===== src/rtl/io_uart_rx.sv =====
`timescale 1ns/1ps
`default_nettype none
// ============================================================================
// Module   : io_uart_rx
// Purpose  : Buffered 8N1 UART receiver on the CPU I/O bus. Frames from the
//            serial pin go into a receive FIFO. DATA and STATUS registers are
//            served with the run/done toggle handshake, qualified by a
//            rising edge of the sampled CPU clock.
// Revision : 1.0 - initial release
// ============================================================================
module io_uart_rx #(
  parameter int          CLK_FREQ   = 27000000,
  parameter int          BAUD       = 115200,
  parameter int          FIFO_DEPTH = 16,
  parameter logic [15:0] BASE_ADDR  = 16'h0002
) (
  input  logic        sysclk,
  input  logic        reset,
  input  logic        cpu_clk,
  input  logic [15:0] addr,
  input  logic [1:0]  cmd,
  input  logic        run,
  output logic [15:0] rd_data,
  output logic        done,
  input  logic        uart_rxp,
  output logic        rx_irq
);

  localparam int              c_BIT_CYCLES  = CLK_FREQ / BAUD;
  localparam int              c_CW          = $clog2(c_BIT_CYCLES);
  localparam int              c_AW          = $clog2(FIFO_DEPTH);
  localparam logic [c_CW-1:0] c_FULL_LOAD   = c_CW'(c_BIT_CYCLES - 1);
  localparam logic [c_CW-1:0] c_HALF_LOAD   = c_CW'(c_BIT_CYCLES / 2 - 1);
  localparam logic [c_AW:0]   c_DEPTH       = (c_AW + 1)'(FIFO_DEPTH);
  localparam logic [15:0]     c_STATUS_ADDR = BASE_ADDR + 16'd2;

  typedef enum logic [1:0] {
    S_IDLE  = 2'd0,
    S_START = 2'd1,
    S_DATA  = 2'd2,
    S_STOP  = 2'd3
  } state_t;

  // Synchroniser, receiver and bus state
  logic            rx_meta_q, rxs_q, rxs_prev_q, cpu_clk_q;
  state_t          state_q, state_d;
  logic [c_CW-1:0] cnt_q, cnt_d;
  logic [2:0]      bit_q, bit_d;
  logic [7:0]      shreg_q, shreg_d;
  logic [7:0]      mem_q [FIFO_DEPTH];
  logic [c_AW:0]   wr_ptr_q, wr_ptr_d, rd_ptr_q, rd_ptr_d;
  logic            ovr_q, ovr_d, ferr_q, ferr_d;
  logic [15:0]     rd_data_q, rd_data_d;
  logic            done_q, done_d, rx_irq_q, rx_irq_d;

  logic            w_push, w_ferr_set, w_push_ok, w_ovr_set, w_pop;
  logic            w_cpu_rise, w_sel_data, w_sel_stat, w_xfer, w_is_read, w_stat_clr;
  logic            w_empty, w_full;
  logic [c_AW:0]   w_level;
  logic [7:0]      w_head;

  // Two-flop pin synchroniser, a third stage for falling-edge detect, and the CPU clock sampler
  always_ff @(posedge sysclk) begin
    if (reset) begin
      rx_meta_q  <= 1'b1;
      rxs_q      <= 1'b1;
      rxs_prev_q <= 1'b1;
      cpu_clk_q  <= 1'b1;
    end else begin
      rx_meta_q  <= uart_rxp;
      rxs_q      <= rx_meta_q;
      rxs_prev_q <= rxs_q;
      cpu_clk_q  <= cpu_clk;
    end
  end

  // Receiver state register
  always_ff @(posedge sysclk) begin
    if (reset) begin
      state_q <= S_IDLE;
      cnt_q   <= '0;
      bit_q   <= '0;
      shreg_q <= '0;
    end else begin
      state_q <= state_d;
      cnt_q   <= cnt_d;
      bit_q   <= bit_d;
      shreg_q <= shreg_d;
    end
  end

  // Receiver next state: half-bit delay to mid start bit, then one sample per bit period
  always_comb begin
    state_d    = state_q;
    cnt_d      = cnt_q;
    bit_d      = bit_q;
    shreg_d    = shreg_q;
    w_push     = 1'b0;
    w_ferr_set = 1'b0;
    case (state_q)
      S_IDLE: begin
        if (rxs_prev_q && !rxs_q) begin
          cnt_d   = c_HALF_LOAD;
          state_d = S_START;
        end
      end
      S_START: begin
        if (cnt_q == '0) begin
          if (!rxs_q) begin
            cnt_d   = c_FULL_LOAD;
            bit_d   = 3'd0;
            state_d = S_DATA;
          end else begin
            state_d = S_IDLE;  // start bit did not survive to mid-bit: glitch
          end
        end else begin
          cnt_d = cnt_q - 1'b1;
        end
      end
      S_DATA: begin
        if (cnt_q == '0) begin
          shreg_d = {rxs_q, shreg_q[7:1]};
          cnt_d   = c_FULL_LOAD;
          if (bit_q == 3'd7) begin
            state_d = S_STOP;
          end else begin
            bit_d = bit_q + 3'd1;
          end
        end else begin
          cnt_d = cnt_q - 1'b1;
        end
      end
      S_STOP: begin
        if (cnt_q == '0) begin
          if (rxs_q) begin
            w_push = 1'b1;
          end else begin
            w_ferr_set = 1'b1;
          end
          state_d = S_IDLE;
        end else begin
          cnt_d = cnt_q - 1'b1;
        end
      end
      default: state_d = S_IDLE;
    endcase
  end

  // Bus decode, FIFO bookkeeping and read-data mux
  always_comb begin
    w_level    = wr_ptr_q - rd_ptr_q;
    w_empty    = (wr_ptr_q == rd_ptr_q);
    w_full     = (w_level == c_DEPTH);
    w_head     = mem_q[rd_ptr_q[c_AW-1:0]];
    w_cpu_rise = cpu_clk & ~cpu_clk_q;
    w_sel_data = (addr == BASE_ADDR);
    w_sel_stat = (addr == c_STATUS_ADDR);
    w_xfer     = w_cpu_rise && (run != done_q) && (w_sel_data || w_sel_stat);
    w_is_read  = (cmd == 2'd0) || (cmd == 2'd2);
    w_pop      = w_xfer && w_is_read && w_sel_data && !w_empty;
    w_stat_clr = w_xfer && w_is_read && w_sel_stat;
    // A full FIFO still accepts a byte when the head leaves in the same cycle
    w_push_ok  = w_push && (!w_full || w_pop);
    w_ovr_set  = w_push && !w_push_ok;

    wr_ptr_d   = w_push_ok ? wr_ptr_q + 1'b1 : wr_ptr_q;
    rd_ptr_d   = w_pop ? rd_ptr_q + 1'b1 : rd_ptr_q;
    // Set beats clear when both land in the same cycle
    ovr_d      = (ovr_q & ~w_stat_clr) | w_ovr_set;
    ferr_d     = (ferr_q & ~w_stat_clr) | w_ferr_set;
    rx_irq_d   = (wr_ptr_d != rd_ptr_d);
    done_d     = w_xfer ? ~done_q : done_q;

    rd_data_d  = rd_data_q;
    if (w_xfer && w_is_read) begin
      if (w_sel_data) begin
        rd_data_d = w_empty ? 16'h0000 : {7'b0, 1'b1, w_head};
      end else begin
        rd_data_d = {8'(w_level), 4'b0, ferr_q, ovr_q, w_full, ~w_empty};
      end
    end
  end

  // FIFO pointers, sticky flags and bus outputs
  always_ff @(posedge sysclk) begin
    if (reset) begin
      wr_ptr_q  <= '0;
      rd_ptr_q  <= '0;
      ovr_q     <= 1'b0;
      ferr_q    <= 1'b0;
      rd_data_q <= 16'h0000;
      done_q    <= 1'b0;
      rx_irq_q  <= 1'b0;
    end else begin
      wr_ptr_q  <= wr_ptr_d;
      rd_ptr_q  <= rd_ptr_d;
      ovr_q     <= ovr_d;
      ferr_q    <= ferr_d;
      rd_data_q <= rd_data_d;
      done_q    <= done_d;
      rx_irq_q  <= rx_irq_d;
    end
  end

  // FIFO storage; contents are don't-care until written, so no reset
  always_ff @(posedge sysclk) begin
    if (w_push_ok) begin
      mem_q[wr_ptr_q[c_AW-1:0]] <= shreg_q;
    end
  end

  assign rd_data = rd_data_q;
  assign done    = done_q;
  assign rx_irq  = rx_irq_q;

endmodule
`default_nettype wire


===== config.mk =====
export PLATFORM = sky130hd
export DESIGN_NAME = io_uart_rx
export DESIGN_NICKNAME = d
export VERILOG_FILES = /design/src/rtl/io_uart_rx.sv
export SDC_FILE = /design/constraint.sdc
export NUM_CORES = 1
export LEC_CHECK = 0
export BUFFER_PORTS_ARGS = -buffer_cell sky130_fd_sc_hd__buf_4
export CAP_MARGIN = 20
export CORE_ASPECT_RATIO = 0.75
export CORE_MARGIN = 5
export CORE_UTILIZATION = 36
export DETAILED_ROUTE_END_ITERATION = 6
export HOLD_SLACK_MARGIN = 0.03
export SYNTH_ARGS = -nofsm -noshare
export SYNTH_HDL_FRONTEND = slang
export SYNTH_SLANG_ARGS = --single-unit
export TNS_END_PERCENT = 100

===== constraint.sdc =====
create_clock -name sysclk -period 3.78 [get_ports sysclk]
set_input_delay 0 -clock sysclk [delete_from_list [all_inputs] [get_ports sysclk]]
set_output_delay 0 -clock sysclk [all_outputs]
set_load 0.005 [all_outputs]

==> results.cfg, run 1 <==
[cells_and_area]
multi_input_comb_area_um2 = 2860
final_area_um2 = 9190
diodes = 0
fill_cells = 2010
fin_nets = 650
drive_gt1_frac = 0.238
seqCellArea_um2 = 4890
area.growth.synth_to_final_pct = 16.0

[synthesis]
synthArstFlopShare = 0
yosysSeqAreaShare = 0.616
postSynthAreaPerCell_um2 = 14.2
synth_area_um2 = 7930
yosysWarnings = 0
synth_edf_count = 128
synthFlopType = edfxtp_1
syn_inst = 557
synth.distinct_cells = 64
ys_ff_latch = 180

[drt]
wl_mm = 17.4
wl_per_cell_um = 19.1
drtIter0Drc = 363
via_count = 4840
firstDrtPassIters = 5
via_per_inst = 5.29
drc_errors = 0
ant_nets = 0

[place]
gp_congestion = 0.847
pre_cts_slack_ns = 0.467
placed_area_um2 = 8580
dp_hpwl_mm = 12.3
portBuffers = 36

[floorplan]
num_io_pins = 41
num_rows = 47
start_util = 0.362
die-height_um = 139
die_width_um = 181
core_um2 = 21900
die_area_um2 = 25100

[clocking]
cts_tree = done
clockBufferDepth = 2
clock_sinks = 180
path_clk_slew_ns = 0.07
cts_resized = 0
cts-root-buf = clkbuf_16
cts-htree-levels = 4
cts_inserted_buffers = 17
clk_latency_ns = 0.43

[sta]
setup_viol = 0
worst_slack_ns = 0.384
fin_crit_ns = 3.40
hold_viol = 0
tightest_slew_ns = 0.901
fmax_mhz = 294
period_share = 0.898
maxSlewViolCount = 0
max-slew-margin-rel = 0.394
final.setup.tns_ns = 0
grt_setup_unrepaired = no
clock_skew_ns = 0.00932

[setup_path]
critPathCaptureType = register
worstPathMaxFanout = 8
cp_data_arrival_time_ns = 3.51
required_ns = 3.90
r2r_start = wr_ptr_q[0]
cp-startpoint = wr_ptr_q[0]
crit_type = reg2reg
crit_path_start_kind = register

[power_and_ir_drop]
peakVddDrop_uv = 286
p_per_area_nw_per_um2 = 442
power_mw = 4.06
leakagePower_nw = 3.14

[grt]
grt_pass1_vias = 4761
grt_max_degree = 53
grt_use_total = 0.140
grt_overflow = 0
antenna_found_initial = 1
grt_pass1_wl_mm = 27.2

[run]
maxCapViolCount = 0

[hold_path]
hp-class = in2reg
min-delay-start = addr[2]

[status]
status = completed
[cells in the mapped netlist (all sizes together) (6+ instances only)]
cell type  number  area [um^2]
inv            16         60.1
nand4           6         37.5
and2           13         81.3
nand2          29          109
xor2            9         86.3
edfxtp        128         3840
a21oi          34          170
ha             18          225
nor4           12          139
nor2           47          179
o21ai          15         75.1
buf            10         62.6
or3             7         43.8
nand3          18         90.1
mux4           40          901
clkbuf         18         67.6
nor3           12         60.1
xnor2           9         86.3
dfxtp          52         1040
[final cells by class]
cell class | instances | share of cell area
multi-input cells | 335 | 0.311
clock inverters | 9 | 0.00681
inverters | 16 | 0.00653
well taps | 294 | 0.0400
clock buffers | 23 | 0.0555
repair buffers | 58 | 0.0485
flip-flops and latches | 180 | 0.532
[layout by cell type (no fill, tap or decap), drive strengths merged, types with 4 or more instances in the layout]
| cell type | Yosys | layout |
|---|---|---|
| edfxtp | 128 | 128 |
| buf | 10 | 54 |
| dfxtp | 52 | 52 |
| nor2 | 47 | 47 |
| mux4 | 40 | 40 |
| a21oi | 34 | 34 |
| nand2 | 29 | 29 |
| clkbuf | 18 | 23 |
| inv | 16 | 23 |
| nand3 | 18 | 18 |
| ha | 18 | 18 |
| o21ai | 15 | 15 |
| and2 | 13 | 13 |
| nor3 | 12 | 12 |
| nor4 | 12 | 12 |
| xor2 | 9 | 9 |
| xnor2 | 9 | 9 |
| or3 | 7 | 7 |
| nand4 | 6 | 6 |
| a22oi | 5 | 5 |
| nor2b | 5 | 5 |
| a31oi | 4 | 4 |
| or2 | 4 | 4 |
| dlygate4sd3 | 0 | 4 |
| mux2i | 4 | 4 |
[per-stage QoR]
step	instances	util	hold slack (ns)
after floorplan	559	-	0.104
after global placement	879	0.392	0.186
after detailed placement	879	0.392	0.188
after CTS	915	0.420	0.0380
after global routing	915	0.420	0.0961
final	915	0.420	0.0592
[cell families (layout without fill, tap and decap cells)]
kind of cell / Yosys count / after routing / share of synthesized area
compound gates: 81 / 81 / 0.0657
xor+xnor: 18 / 18 / 0.0218
fa+ha+maj: 19 / 19 / 0.0309
buf+inv: 44 / 106 / 0.0240
flops: 180 / 180 / 0.616
mux: 46 / 46 / 0.123
other cells: 1 / 3 / 0.000473
simple gates: 168 / 168 / 0.118
[report_power, final]
part | switching [mW] | total, mW | internal, mW | leakage, nW
clock network | 0.739 | 1.70 | 0.962 | 0.290
logic | 0.152 | 0.240 | 0.0882 | 1.24
registers | 0.0209 | 2.12 | 2.10 | 1.61
total | 0.912 | 4.06 | 3.15 | 3.14
[worst max-delay path, stage by stage, from the launching register on]
cell,delay [ns]
dfxtp_1,0.33
inv_1,0.09
ha_1,0.27
fa_1,0.42
or2b_1,0.25
a21oi_1,0.17
xor2_1,0.13
nor4_1,0.77
nor4_1,0.16
buf_4,0.19
and2_1,0.30
[path summary, 6_finish.rpt]
path / slack [ns] / end / cells past startpoint
min reg2reg: 0.41 / rxs_q / 1
max: 0.38 / mem_q[0][3] / 10
min: 0.06 / ovr_q / 4
max reg2reg: 0.38 / mem_q[0][3] / 10
[what timing repair did]
action | 4_1_cts | 5_1_grt
hold endpoints to repair | 9 | 0
hold buffers | 4 | 0
setup buffers | 0 | 0
[flip-flops by register name, summed over array words and instances, names as in the netlist, named ones only]
name and cells:
bit_q 3, done 1, rd_ptr_q 5, rxs_prev_q 1, ovr_q 1, rx_irq 1
rxs_q 1, rd_data 13, mem_q 128, state_q 1, cnt_q 8, rx_meta_q 1
wr_ptr_q 5, ferr_q 1, shreg_q 8, cpu_clk_q 1
[layer usage]
| metal | up-vias | global-route usage | share of wire |
|---|---|---|---|
| met3 | 20 | 0.0431 | 0.071 |
| li1 | 2237 | - | - |
| met1 | 2411 | 0.205 | 0.47 |
| met5 | - | 0 | 0 |
| met2 | 172 | 0.206 | 0.45 |
| met4 | 0 | 0.0355 | 0.0099 |
Note: power is estimated with default switching activity, not from simulation.
==> run 2: changes to the inputs <==
--- a/config.mk
+++ b/config.mk
@@ -7,11 +7,14 @@
 export LEC_CHECK = 0
 export BUFFER_PORTS_ARGS = -buffer_cell sky130_fd_sc_hd__buf_4
 export CAP_MARGIN = 20
+export CELL_PAD_IN_SITES_DETAIL_PLACEMENT = 0
+export CELL_PAD_IN_SITES_GLOBAL_PLACEMENT = 1
 export CORE_ASPECT_RATIO = 0.75
 export CORE_MARGIN = 5
 export CORE_UTILIZATION = 36
 export DETAILED_ROUTE_END_ITERATION = 6
 export HOLD_SLACK_MARGIN = 0.03
+export PLACE_DENSITY = 0.59
 export SYNTH_ARGS = -nofsm -noshare
 export SYNTH_HDL_FRONTEND = slang
 export SYNTH_SLANG_ARGS = --single-unit
==> run 2 against run 1 <==
Compared with the run above:
- first-iteration DRC count rose by 2.8%
- critical path depth decreased by 2
- sequential cell count unchanged
- final area hardly changed
- die area is the same
- non-clock buffer count decreased by 2
- clock power is 5% higher
- global-route usage up 0.71 points
==> results.cfg, run 2 (synthesized netlist as in run 1, its figures left out) <==
[cells_and_area]
fill_cells = 2024
fin_nets = 648
layout_common_cells = 128 x edfxtp_1, 52 x buf_4, 51 x dfxtp_1
area.growth.synth_to_final_pct = 16.0
drive_gt1_frac = 0.237
final_cells = 913
largest_reg_flops = 128
layout_commonest_cell = edfxtp_1
fin_util = 0.420
final_area_um2 = 9200
diodes = 0

[sta]
grt_setup_unrepaired = no
fmax_mhz = 318
worst_slack_ns = 0.633
final.setup.tns_ns = 0
maxSlewViolCount = 0
period_share = 0.833
fin_crit_ns = 3.15
clock_skew_ns = 0.0136
tightest_slew_ns = 0.768
hold_viol = 0
fin_hold_ws_ns = 0.0256
max-slew-margin-rel = 0.484
setup_viol = 0

[floorplan]
num_rows = 47
die_width_um = 181
die_area_um2 = 25100
start_util = 0.362
die-height_um = 139
core_um2 = 21900
num_io_pins = 41

[power_and_ir_drop]
switching_share = 0.234
p_per_area_nw_per_um2 = 451
combPwrFrac = 0.058
p_sw_mw = 0.973
leakagePower_nw = 3.12
clkPwrFrac = 0.432
peakVddDrop_uv = 300
p_int_mw = 3.18
power_frac_seq = 0.510
power_mw = 4.15

[clocking]
cts_tree = done
cts-htree-levels = 4
post_cts_buffers = 0
clockBufferDepth = 2
clk_latency_ns = 0.44
path_clk_slew_ns = 0.07
cts_inserted_buffers = 17
clock_sinks = 180
cts-root-buf = clkbuf_16

[place]
gp_congestion = 0.839
dp.cells = 877
portBuffers = 36
placed_area_um2 = 8560
pre_cts_slack_ns = 0.650
dp_hpwl_mm = 12.4

[grt]
grt_overflow = 0
grt_pass1_vias = 4886
grt_use_total = 0.148
grt_max_degree = 53
antenna_found_initial = 0
grt_pass1_wl_mm = 28.4

[drt]
wl_mm = 18.0
ant_nets = 0
drtIter0Drc = 373
via_count = 4747
via_per_inst = 5.20
firstDrtPassIters = 5
wl_per_cell_um = 19.7
drc_errors = 0

[setup_path]
critPathCaptureType = register
required_ns = 3.92
cp_slowest_stage_delay_ns = 0.74
crit_path_start_kind = register
cp_data_arrival_time_ns = 3.29
crit_type = reg2reg
crit_chain = inv_2, ha_1, xor2_1, nand3_1, nor4_1, nor4_1, buf_4, and2_1
critPathSlowestCell = nor4_1
worstPathMaxFanout = 10
crit_top_cell = nor4_1

[hold_path]
hp-class = in2reg

[run]
maxCapViolCount = 0

[status]
status = completed
## run 2: worst max-delay path, delay by kind of cell, from the launching register on
family	cells	cell delay (ns)
buffers and inverters	2	0.48
XOR/XNOR	1	0.24
AND/OR/NAND/NOR	4	1.41
flip-flops	1	0.35
adder cells (fa/ha/maj)	1	0.37
## run 2: path summary, 6_finish.rpt
kind | start | end | slack [ns] | depth (start not counted)
worst max-delay path | rd_ptr_q[2] | mem_q[8][6] | 0.63 | 8
worst min-delay path | reset | bit_q[0] | 0.03 | 2
worst max register to register | rd_ptr_q[2] | mem_q[8][6] | 0.63 | 8
worst min register to register | rx_meta_q | rxs_q | 0.41 | 1
## run 2: area by class of cell
class	count	area [um^2]	share of cell area
Sequential cell	180	4890	0.531
Multi-Input combinational cell	335	2860	0.311
Timing Repair Buffer	56	430	0.0468
Clock buffer	17	425	0.0462
Tap cell	294	368	0.0400
Clock inverter	15	169	0.0184
Inverter	16	60.1	0.00653
## run 2: what timing repair did
item / 4_1_cts / 5_1_grt
resized for setup: 0 / 0
hold buffers: 4 / 0
endpoints found under the hold margin: 9 / 0
endpoints found under the setup margin: 0 / 0
## run 2: power groups by stage
stage	logic, mW	registers, mW	clock network [mW]
floorplan	0.166	2.16	0
global placement	0.229	2.16	0
detailed placement	0.237	2.16	0
CTS	0.242	2.12	1.83
global route	0.273	2.12	1.92
finish	0.240	2.12	1.79
## run 2: routing by layer
| metal | routed length [um] | track usage | vias up |
|---|---|---|---|
| met2 | 7970 | 0.213 | 81 |
| met5 | 0 | 0 | - |
| met3 | 630 | 0.0302 | 15 |
| met1 | 9240 | 0.226 | 2411 |
| li1 | - | - | 2240 |
| met4 | 160 | 0.0422 | 0 |
